--- src/rtl/enemy_formation_ctrl_if.sv ---
// rtl/enemy_formation_ctrl_if.sv - formation controller signal bundle
//
// master : drives frameTick, start, collision; observes formation state.
// slave  : the controller; consumes frame/start/collision, drives anchor,
//          present bits, bulletClear, score, waveClear and invaded.
interface enemy_formation_ctrl_if #(
    parameter int NUM_ENEMY = 8
);
    logic                 frameTick;
    logic                 start;
    logic [NUM_ENEMY-1:0] collision;
    logic [9:0]           masterPosX;
    logic [9:0]           masterPosY;
    logic [NUM_ENEMY-1:0] present;
    logic                 bulletClear;
    logic [7:0]           score;
    logic                 waveClear;
    logic                 invaded;

    modport master (
        output frameTick, start, collision,
        input  masterPosX, masterPosY, present, bulletClear, score, waveClear, invaded
    );

    modport slave (
        input  frameTick, start, collision,
        output masterPosX, masterPosY, present, bulletClear, score, waveClear, invaded
    );
endinterface

--- src/rtl/enemy_formation_ctrl.sv ---
// rtl/enemy_formation_ctrl.sv - invader formation march, hit and wave controller
//
// Ports:
//   clk   : system clock
//   rst_n : synchronous reset, active low
//   bus   : enemy_formation_ctrl_if.slave
//           in : frameTick (frame pulse), start (wave start pulse),
//                collision (per-enemy hit flags)
//           out: masterPosX/masterPosY (anchor), present (alive bits),
//                bulletClear (hit accepted pulse), score (saturating kills),
//                waveClear (CLEARED), invaded (INVADED)
//
// Optional macro SPEEDUP_EN: move period shrinks by one frame per kill in
// the current wave, down to one frame.
module enemy_formation_ctrl #(
    parameter int NUM_ENEMY   = 8,
    parameter int ENEMY_PITCH = 32,
    parameter int START_X     = 16,
    parameter int START_Y     = 60,
    parameter int MIN_X       = 16,
    parameter int MAX_X       = 624,
    parameter int STEP_X      = 4,
    parameter int STEP_Y      = 16,
    parameter int BOTTOM_Y    = 400,
    parameter int MOVE_FRAMES = 30
) (
    input  logic                         clk,
    input  logic                         rst_n,
    enemy_formation_ctrl_if.slave        bus
);
    typedef enum logic [1:0] {
        S_IDLE,
        S_MARCH,
        S_CLEARED,
        S_INVADED
    } state_t;

    localparam logic [9:0]  START_X_V    = 10'(START_X);
    localparam logic [9:0]  START_Y_V    = 10'(START_Y);
    // Right edge test: anchor plus span of the last enemy plus one step.
    localparam logic [10:0] RIGHT_REACH  = 11'((NUM_ENEMY - 1) * ENEMY_PITCH + STEP_X);
    localparam logic [10:0] MAX_X_V      = 11'(MAX_X);
    localparam logic [10:0] LEFT_LIMIT   = 11'(MIN_X + STEP_X);
    localparam logic [10:0] STEP_X_V     = 11'(STEP_X);
    localparam logic [10:0] STEP_Y_V     = 11'(STEP_Y);
    localparam logic [10:0] BOTTOM_Y_V   = 11'(BOTTOM_Y);
    localparam logic [7:0]  MOVE_LAST    = 8'(MOVE_FRAMES - 1);
    localparam logic [NUM_ENEMY-1:0] ONE_N = NUM_ENEMY'(1);

    state_t               state_q,        state_d;
    logic [9:0]           pos_x_q,        pos_x_d;
    logic [9:0]           pos_y_q,        pos_y_d;
    logic [NUM_ENEMY-1:0] present_q,      present_d;
    logic [7:0]           score_q,        score_d;
    logic                 bullet_clear_q, bullet_clear_d;
    logic                 dir_right_q,    dir_right_d;
    logic [7:0]           frame_cnt_q,    frame_cnt_d;

    logic [NUM_ENEMY-1:0] hit_cand;
    logic [NUM_ENEMY-1:0] hit_onehot;
    logic                 hit_take;
    logic [7:0]           period_last;
    logic [10:0]          pos_x_ext;
    logic [10:0]          pos_y_desc;

`ifdef SPEEDUP_EN
    logic [7:0]           kill_cnt_q,     kill_cnt_d;

    // period - 1 = max(0, MOVE_FRAMES - 1 - kills)
    always_comb begin
        if (kill_cnt_q >= MOVE_LAST) begin
            period_last = 8'd0;
        end else begin
            period_last = MOVE_LAST - kill_cnt_q;
        end
    end
`else
    assign period_last = MOVE_LAST;
`endif

    // Lowest-index live hit; the bullet of the previous accept is still in
    // flight while bullet_clear_q is high, so nothing is taken that cycle.
    assign hit_cand   = bus.collision & present_q;
    assign hit_onehot = hit_cand & (~hit_cand + ONE_N);
    assign hit_take   = (state_q == S_MARCH) && !bullet_clear_q && (|hit_cand);
    assign pos_x_ext  = {1'b0, pos_x_q};
    assign pos_y_desc = {1'b0, pos_y_q} + STEP_Y_V;

    always_comb begin
        state_d        = state_q;
        pos_x_d        = pos_x_q;
        pos_y_d        = pos_y_q;
        present_d      = present_q;
        score_d        = score_q;
        bullet_clear_d = 1'b0;
        dir_right_d    = dir_right_q;
        frame_cnt_d    = frame_cnt_q;
`ifdef SPEEDUP_EN
        kill_cnt_d     = kill_cnt_q;
`endif
        case (state_q)
            S_MARCH: begin
                if (bus.frameTick) begin
                    // >= rather than == lets a period that shrank under the
                    // running count fire on the very next frame.
                    if (frame_cnt_q >= period_last) begin
                        frame_cnt_d = 8'd0;
                        if (dir_right_q ? (pos_x_ext + RIGHT_REACH > MAX_X_V)
                                        : (pos_x_ext < LEFT_LIMIT)) begin
                            pos_y_d     = pos_y_desc[9:0];
                            dir_right_d = !dir_right_q;
                            if (pos_y_desc >= BOTTOM_Y_V) begin
                                state_d = S_INVADED;
                            end
                        end else if (dir_right_q) begin
                            pos_x_d = pos_x_q + STEP_X_V[9:0];
                        end else begin
                            pos_x_d = pos_x_q - STEP_X_V[9:0];
                        end
                    end else begin
                        frame_cnt_d = frame_cnt_q + 8'd1;
                    end
                end
                if (hit_take) begin
                    present_d      = present_q & ~hit_onehot;
                    score_d        = (score_q == 8'hFF) ? score_q : score_q + 8'd1;
                    bullet_clear_d = 1'b1;
`ifdef SPEEDUP_EN
                    kill_cnt_d     = (kill_cnt_q == 8'hFF) ? kill_cnt_q : kill_cnt_q + 8'd1;
`endif
                    // Last kill wins over a same-edge invasion.
                    if (present_d == '0) begin
                        state_d = S_CLEARED;
                    end
                end
            end
            default: begin
                if (bus.start) begin
                    state_d     = S_MARCH;
                    pos_x_d     = START_X_V;
                    pos_y_d     = START_Y_V;
                    present_d   = '1;
                    dir_right_d = 1'b1;
                    frame_cnt_d = 8'd0;
                    if (state_q != S_CLEARED) begin
                        score_d = 8'd0;
                    end
`ifdef SPEEDUP_EN
                    kill_cnt_d  = 8'd0;
`endif
                end
            end
        endcase
    end

    always_ff @(posedge clk) begin
        if (!rst_n) begin
            state_q        <= S_IDLE;
            pos_x_q        <= START_X_V;
            pos_y_q        <= START_Y_V;
            present_q      <= '0;
            score_q        <= 8'd0;
            bullet_clear_q <= 1'b0;
            dir_right_q    <= 1'b1;
            frame_cnt_q    <= 8'd0;
`ifdef SPEEDUP_EN
            kill_cnt_q     <= 8'd0;
`endif
        end else begin
            state_q        <= state_d;
            pos_x_q        <= pos_x_d;
            pos_y_q        <= pos_y_d;
            present_q      <= present_d;
            score_q        <= score_d;
            bullet_clear_q <= bullet_clear_d;
            dir_right_q    <= dir_right_d;
            frame_cnt_q    <= frame_cnt_d;
`ifdef SPEEDUP_EN
            kill_cnt_q     <= kill_cnt_d;
`endif
        end
    end

    assign bus.masterPosX  = pos_x_q;
    assign bus.masterPosY  = pos_y_q;
    assign bus.present     = present_q;
    assign bus.bulletClear = bullet_clear_q;
    assign bus.score       = score_q;
    assign bus.waveClear   = (state_q == S_CLEARED);
    assign bus.invaded     = (state_q == S_INVADED);
endmodule

--- src/flat_wrapper.sv ---
// flat-port wrapper written by rule: the top's interface ports become plain ports
module enemy_formation_ctrl_flat 
#(
    parameter int NUM_ENEMY   = 8,
    parameter int ENEMY_PITCH = 32,
    parameter int START_X     = 16,
    parameter int START_Y     = 60,
    parameter int MIN_X       = 16,
    parameter int MAX_X       = 624,
    parameter int STEP_X      = 4,
    parameter int STEP_Y      = 16,
    parameter int BOTTOM_Y    = 400,
    parameter int MOVE_FRAMES = 30
)
  (clk, rst_n, bus_frameTick, bus_start, bus_collision, bus_masterPosX, bus_masterPosY, bus_present, bus_bulletClear, bus_score, bus_waveClear, bus_invaded);
  enemy_formation_ctrl_if #(.NUM_ENEMY(NUM_ENEMY)) bus_i ();
  input  logic clk;
  input  logic rst_n;
  input wire logic [$bits(bus_i.frameTick)-1:0] bus_frameTick;
  input wire logic [$bits(bus_i.start)-1:0] bus_start;
  input wire logic [$bits(bus_i.collision)-1:0] bus_collision;
  output wire logic [$bits(bus_i.masterPosX)-1:0] bus_masterPosX;
  output wire logic [$bits(bus_i.masterPosY)-1:0] bus_masterPosY;
  output wire logic [$bits(bus_i.present)-1:0] bus_present;
  output wire logic [$bits(bus_i.bulletClear)-1:0] bus_bulletClear;
  output wire logic [$bits(bus_i.score)-1:0] bus_score;
  output wire logic [$bits(bus_i.waveClear)-1:0] bus_waveClear;
  output wire logic [$bits(bus_i.invaded)-1:0] bus_invaded;
  assign bus_i.frameTick = bus_frameTick;
  assign bus_i.start = bus_start;
  assign bus_i.collision = bus_collision;
  assign bus_masterPosX = bus_i.masterPosX;
  assign bus_masterPosY = bus_i.masterPosY;
  assign bus_present = bus_i.present;
  assign bus_bulletClear = bus_i.bulletClear;
  assign bus_score = bus_i.score;
  assign bus_waveClear = bus_i.waveClear;
  assign bus_invaded = bus_i.invaded;
  enemy_formation_ctrl #(.NUM_ENEMY(NUM_ENEMY), .ENEMY_PITCH(ENEMY_PITCH), .START_X(START_X), .START_Y(START_Y), .MIN_X(MIN_X), .MAX_X(MAX_X), .STEP_X(STEP_X), .STEP_Y(STEP_Y), .BOTTOM_Y(BOTTOM_Y), .MOVE_FRAMES(MOVE_FRAMES)) u_core (.clk(clk), .rst_n(rst_n), .bus(bus_i));
endmodule
--- config.mk ---
export PLATFORM = sky130hd
export DESIGN_NAME = enemy_formation_ctrl_flat
export DESIGN_NICKNAME = d
export VERILOG_FILES = /design/src/rtl/enemy_formation_ctrl_if.sv /design/src/rtl/enemy_formation_ctrl.sv /design/src/flat_wrapper.sv
export SDC_FILE = /design/constraint.sdc
export NUM_CORES = 1
export LEC_CHECK = 0
export ABC_AREA = 1
export CORE_MARGIN = 3
export CORE_UTILIZATION = 45
export CTS_CLUSTER_SIZE = 28
export DETAILED_ROUTE_END_ITERATION = 10
export GPL_TIMING_DRIVEN = 0
export PLACE_DENSITY = 0.73
export SKIP_CTS_REPAIR_TIMING = 1
export SLEW_MARGIN = 10
export SYNTH_ARGS = -nofsm -noshare
export SYNTH_HDL_FRONTEND = slang
export SYNTH_SLANG_ARGS = --single-unit
--- constraint.sdc ---
create_clock -name clk -period 1.74 [get_ports clk]
set_input_delay 0.174 -clock clk [delete_from_list [all_inputs] [get_ports clk]]
set_output_delay 0.174 -clock clk [all_outputs]
set_load 0.02 [all_outputs]
==> impl_metrics.ini, run 1 <==
[clock_network]
cts_buffer_depth = 2
clock_tree.htree_level_count = 2
tritoncts = done
cts_num_sinks = 43
clock_buffer_count_from_cts = 5
clk-insertion-delay-late_ns = 0.29
clock_tree.root_cell = sky130_fd_sc_hd__clkbuf_8
clk_pin_slew_worst_paths_ns = 0.08

[flow_run]
timing.max_cap.violations = 0

[worst_setup_path]
crit_type = register to register
slowest_cell_on_the_critical_path = sky130_fd_sc_hd__fa_1
worstPathCellList = inv_1 -> fa_1 -> inv_1 -> nand3_1 -> nand2_1 -> xnor2_1 -> nor2_1 -> o21ai_1 -> nor2_1
timing.critical_path.to_type = register
critical_path.startpoint_type = register
critical_path_arrival_ns = 1.81
critPathRequiredTime_ns = 1.93
max_stage_delay_ns = 0.47
crit_fanout = 5

[sta]
finalMaxSlewViolations = 0
clock-skew-final_ns = 0.00198
grt_setup_unrepaired = true
timing_hold_violations_final = 0
maximum_frequency_from_static_timing_analysis_ghz = 0.618
period_share_pct = 93.0
timing.slew.headroom_pct = 60.8
max_slew.worst_pin.slew_ns = 0.588
finalWorstPathRequiredPeriod_ns = 1.62
setup_viol_count_final = 0

[grt]
grt-ovfl-total = 0
number_of_antenna_violations_at_the_first_check_in_global_routing = 0
grt_pass1_vias = 2286
grt_max_degree = 13
global_route_wire_length_before_repair_um = 9870
globalRouteTotalUtil_pct = 18.6

[synthesis]
synth_top_flop_cell = sky130_fd_sc_hd__dfxtp_1
synthDominantCellAreaShare_pct = 33.2
yosysTopAreaCell = sky130_fd_sc_hd__dfxtp_1
synth.cell_area_um2 = 2590
async_flop_share_pct = 0
yosysWarningCount = 0
yosys_register_bits = 43
netlist_instances = 379
synth-edff-count = 0
syn_area_per_cell_um2 = 6.84
synth-seq-area-share_pct = 33.2
synth_top_cells_by_area = sky130_fd_sc_hd__dfxtp_1 (33%), sky130_fd_sc_hd__nand2_1 (12%), sky130_fd_sc_hd__nand3_1 (6.9%)
synth.distinct_cells = 32

[power]
power_mw = 2.43
irDropWorstVdd_mv = 0.648
power.density_nw_per_um2 = 731
power_leakage_nw = 1.42

[die]
design.portCount = 51
dieArea_um2 = 6710
core_region_area_um2 = 5540
die_y_um = 81.9
fp-row-count = 27
start_util_pct = 46.8
die_w_um = 81.9

[routing]
first_iter_violations = 94
vias = 2528
drt_drc_violations_left = 0
ant_nets = 0
firstDrtPassIters = 4
route.detailed.vias_per_inst = 5.00
postRouteWirelength_um = 6020
routed_wire_length_per_instance_um = 11.9

[hold_path]
timing.hold.worst.class = primary input to register

[finish]
insertedDiodeCount = 0
finish.cell_count_without_fillers = 506
fraction_of_layout_instances_using_a_drive_strength_above_1_pct = 12.7
design.final.nets = 459
layout.cells.most_common_list = sky130_fd_sc_hd__nand2_1 (84), sky130_fd_sc_hd__clkdlybuf4s50_1 (44), sky130_fd_sc_hd__nor2_1 (40)
syn_to_final_growth_pct = 28.3
mostFrequentLayoutCell = sky130_fd_sc_hd__nand2_1

[placed_design]
routabilityCongestion = 0.867
hpwl_um = 4470
io_buffer_count = 45
place_inst = 499

[status]
run_status = complete, no violations
-- where the power goes --
part,internal [mW],leakage (nW),switching (mW)
Combinational,0.232,1.02,0.356
Clock,0.421,0.0513,0.329
Sequential,1.04,0.351,0.0575
Total,1.69,1.42,0.743
-- final cells by class --
| type | instances | area [um2] |
|---|---|---|
| well taps | 72 | 90.1 |
| clock buffers | 6 | 72.6 |
| multi-input cells | 285 | 1580 |
| flip-flops and latches | 43 | 870 |
| repair buffers | 45 | 453 |
| plain buffers | 10 | 63.8 |
| inverters | 44 | 168 |
| clock inverters | 1 | 30.0 |
| fillers | 538 | 2210 |
-- critical path, delay by kind of cell (launching register included) --
kind,cells,cell delay (ns)
DFF,1,0.38
buffers and inverters,2,0.18
adders and majority gates,1,0.47
xor gates and xnor gates,1,0.11
AOI/OAI and AO/OA,1,0.13
and+or+nand+nor,4,0.24
-- metal layers --
metal  vias up  share of wire, %  GRT usage (%)
li1       1333                 -              -
met1      1154                46           23.9
met2        37                50           31.6
met3         4               3.2           3.62
met4         0              0.80           5.15
met5         -                 0              0
-- cell families (layout without fill, tap and decap cells) --
group	count (synthesis)	in the layout	synth area share, %
adders and majority gates	13	13	6.56
and+or+nand+nor	194	194	34.2
other	1	4	0.145
DFF	43	43	33.2
xor gates and xnor gates	9	9	3.04
AOI/OAI and AO/OA	65	65	14.1
buffers and inverters	54	106	8.83
-- per-stage QoR --
| stage | utilization (%) | hold slack, ns | instance area (um2) | setup slack (ns) | setup TNS, ns |
|---|---|---|---|---|---|
| final | 60.0 | 0.268 | 3330 | 0.122 | 0 |
| after global routing | 60.0 | 0.291 | 3330 | -0.0251 | -0.0301 |
| after CTS | 58.6 | 0.267 | 3250 | -0.150 | -0.270 |
| after detailed placement | 56.8 | 0.434 | 3150 | -0.138 | -0.581 |
| after global placement | 56.8 | 0.430 | 3150 | -0.116 | -0.288 |
| after floorplan | - | 0.303 | 2610 | 0.0528 | 0 |
-- synthesized netlist by cell type, types with 3 or more instances --
cell type                  instances
sky130_fd_sc_hd__a21boi_0          3
sky130_fd_sc_hd__a21oi_1          35
sky130_fd_sc_hd__a21oi_2           4
sky130_fd_sc_hd__buf_4             5
sky130_fd_sc_hd__clkbuf_1          4
sky130_fd_sc_hd__dfxtp_1          43
sky130_fd_sc_hd__ha_1             12
sky130_fd_sc_hd__inv_1            37
sky130_fd_sc_hd__inv_2             7
sky130_fd_sc_hd__nand2_1          85
sky130_fd_sc_hd__nand2_2           6
sky130_fd_sc_hd__nand2_4           5
sky130_fd_sc_hd__nand3_1          36
sky130_fd_sc_hd__nand4_1           6
sky130_fd_sc_hd__nor2_1           40
sky130_fd_sc_hd__nor2_2            4
sky130_fd_sc_hd__nor3_1            6
sky130_fd_sc_hd__o21ai_0          10
sky130_fd_sc_hd__o21ai_1           9
sky130_fd_sc_hd__or2_2             3
sky130_fd_sc_hd__xnor2_1           4
sky130_fd_sc_hd__xor2_1            5
-- worst paths after layout --
kind	depth (start not counted)	endpoint	slack [ns]	from
min reg2reg	2	u_core.frame_cnt_q[6]	0.45	u_core.frame_cnt_q[6]
min	2	u_core.bus.masterPosX[4]	0.27	rst_n
max reg2reg	9	u_core.bus.masterPosX[6]	0.12	u_core.bus.masterPosX[2]
max	9	u_core.bus.masterPosX[6]	0.12	u_core.bus.masterPosX[2]
-- sequential cells by signal, summed over array words and instances, names as in the netlist --
signal,cells
u_core.bus.masterPosX,8
u_core.bus.present,8
u_core.bus.score,8
u_core.frame_cnt_q,8
u_core.bus.masterPosY,7
u_core.state_q,2
u_core.bus.bulletClear,1
u_core.dir_right_q,1
Note: power is estimated with default switching activity, not from simulation.
==> inputs of run 2 (changes only) <==
--- a/config.mk
+++ b/config.mk
@@ -6,7 +6,7 @@
 export NUM_CORES = 1
 export LEC_CHECK = 0
 export ABC_AREA = 1
-export CORE_MARGIN = 3
+export CORE_MARGIN = 1.5
 export CORE_UTILIZATION = 45
 export CTS_CLUSTER_SIZE = 28
 export DETAILED_ROUTE_END_ITERATION = 10
==> run 2 against run 1 <==
Against the previous run:
- combinational power down 2%
- highest routed layer unchanged
- flip-flop and latch count unchanged
- largest cell class unchanged
- wire length down 3.1%
- design area is 1.5% lower
- global-route usage rose by 0.69 points
==> impl_metrics.ini, run 2 (synthesis gave the netlist of run 1 again) <==
[status]
run_status = complete, no violations

[die]
fp-row-count = 27
die_y_um = 78.9
die_w_um = 78.9
design.portCount = 51
core_region_area_um2 = 5540
start_util_pct = 46.8
dieArea_um2 = 6230

[clock_network]
clock_tree.htree_level_count = 2
clock_tree.root_cell = sky130_fd_sc_hd__clkbuf_8
clk-insertion-delay-late_ns = 0.30
tritoncts = done
clock_buffer_count_from_cts = 5
cts_buffer_depth = 2
cts_num_sinks = 43
clk_pin_slew_worst_paths_ns = 0.08

[worst_setup_path]
crit_fanout = 8
timing.critical_path.to_type = register
critical_path.startpoint_type = register
critical_path_arrival_ns = 1.88
crit_type = register to register
critPathRequiredTime_ns = 1.91

[routing]
postRouteWirelength_um = 5840
ant_nets = 0
route.detailed.vias_per_inst = 4.99
drt_drc_violations_left = 0
first_iter_violations = 66
firstDrtPassIters = 4
vias = 2523
routed_wire_length_per_instance_um = 11.5

[power]
power.share.clock_pct = 31.1
cellInternalPower_mw = 1.69
power.density_nw_per_um2 = 740
power_frac_seq_pct = 45.0
power_mw = 2.42
irDropWorstVdd_mv = 0.487
netSwitchingFraction_pct = 30.5
netSwitchingPower_uw = 739
comb_power_share_pct = 23.9
power_leakage_nw = 1.42

[finish]
mostFrequentLayoutCell = sky130_fd_sc_hd__nand2_1
insertedDiodeCount = 0
finish.cell_count_without_fillers = 506
design.final.nets = 459
fraction_of_layout_instances_using_a_drive_strength_above_1_pct = 11.8
syn_to_final_growth_pct = 26.4
fin_area_um2 = 3280
layout.cells.most_common_list = sky130_fd_sc_hd__nand2_1 (84), sky130_fd_sc_hd__clkdlybuf4s50_1 (44), sky130_fd_sc_hd__nor2_1 (40), sky130_fd_sc_hd__dfxtp_1 (40), sky130_fd_sc_hd__inv_1 (37)

[grt]
global_route_wire_length_before_repair_um = 9670
grt_pass1_vias = 2283
grt-ovfl-total = 0
grt_max_degree = 13
number_of_antenna_violations_at_the_first_check_in_global_routing = 0
globalRouteTotalUtil_pct = 19.3

[hold_path]
timing.hold.worst.class = primary input to register

[sta]
setup_viol_count_final = 0
max_slew.worst_pin.slew_ns = 0.590
grt_setup_unrepaired = true
finalWorstPathRequiredPeriod_ns = 1.72
clock-skew-final_ns = 0.00521
maximum_frequency_from_static_timing_analysis_ghz = 0.582
timing_hold_violations_final = 0
period_share_pct = 98.7
finalMaxSlewViolations = 0
timing.slew.headroom_pct = 60.7

[placed_design]
io_buffer_count = 45
place_inst = 499
routabilityCongestion = 0.813
post_dp_cell_area_um2 = 3150
hpwl_um = 4410

[flow_run]
timing.max_cap.violations = 0
-- run 2: changes by cell type in the layout (fill, tap and decap cells not counted) --
cell,before,now
sky130_fd_sc_hd__ha_4,4,0
sky130_fd_sc_hd__ha_2,0,3
sky130_fd_sc_hd__dfxtp_1,38,40
sky130_fd_sc_hd__dfxtp_2,4,2
sky130_fd_sc_hd__a21oi_1,33,34
sky130_fd_sc_hd__a21oi_2,6,5
sky130_fd_sc_hd__ha_1,8,9
-- run 2: path summary, 6_finish.rpt --
check                                      startpoint                       end  slack, ns  depth (start not counted)
worst min-delay path                            rst_n  u_core.bus.masterPosY[5]       0.27                          2
worst max-delay path               u_core.dir_right_q  u_core.bus.masterPosX[8]       0.02                          8
worst max register to register     u_core.dir_right_q  u_core.bus.masterPosX[8]       0.02                          8
worst min register to register  u_core.frame_cnt_q[7]     u_core.frame_cnt_q[7]       0.45                          2
-- run 2: layer usage --
metal	track usage (%)	vias to the layer above	routed length, um
li1	-	1335	-
met1	22.9	1136	2680
met2	34.7	44	2840
met3	4.02	8	260
met4	5.79	0	58
met5	0	-	0
-- run 2: cell type report --
| cell class | count | area, um2 |
|---|---|---|
| Tap cell | 72 | 90.1 |
| Multi-Input combinational cell | 285 | 1530 |
| Clock buffer | 6 | 72.6 |
| Fill cell | 533 | 2260 |
| Buffer | 10 | 63.8 |
| Inverter | 44 | 168 |
| Clock inverter | 1 | 30.0 |
| Sequential cell | 43 | 867 |
| Timing Repair Buffer | 45 | 453 |
-- run 2: through the flow --
stage          hold WS [ns]  utilization, %  TNS, ns  setup WS [ns]
6_report              0.273            59.2        0         0.0230
4_1_cts               0.271            58.6   -0.297         -0.159
5_1_grt               0.310            59.2   -0.102        -0.0660
3_5_place_dp          0.434            56.8   -0.449         -0.141
2_1_floorplan         0.303               -        0         0.0528
3_3_place_gp          0.430            56.8   -0.274         -0.112
-- run 2: power groups by stage --
stage / clock, mW / combinational, mW / sequential [mW]
after global placement: 0 / 0.569 / 1.11
after detailed placement: 0 / 0.576 / 1.12
after floorplan: 0 / 0.334 / 1.16
after CTS: 0.770 / 0.578 / 1.09
after global routing: 0.820 / 0.647 / 1.10
final: 0.754 / 0.579 / 1.09
-- run 2: critical path: stages, from the launching register on --
cell and delay (ns):
sky130_fd_sc_hd__dfxtp_4 0.38, sky130_fd_sc_hd__inv_4 0.10, sky130_fd_sc_hd__ha_2 0.32, sky130_fd_sc_hd__a21oi_2 0.16
sky130_fd_sc_hd__or2_2 0.12, sky130_fd_sc_hd__nand3_1 0.09, sky130_fd_sc_hd__or2_2 0.28, sky130_fd_sc_hd__nand3_1 0.08
sky130_fd_sc_hd__a21oi_1 0.06
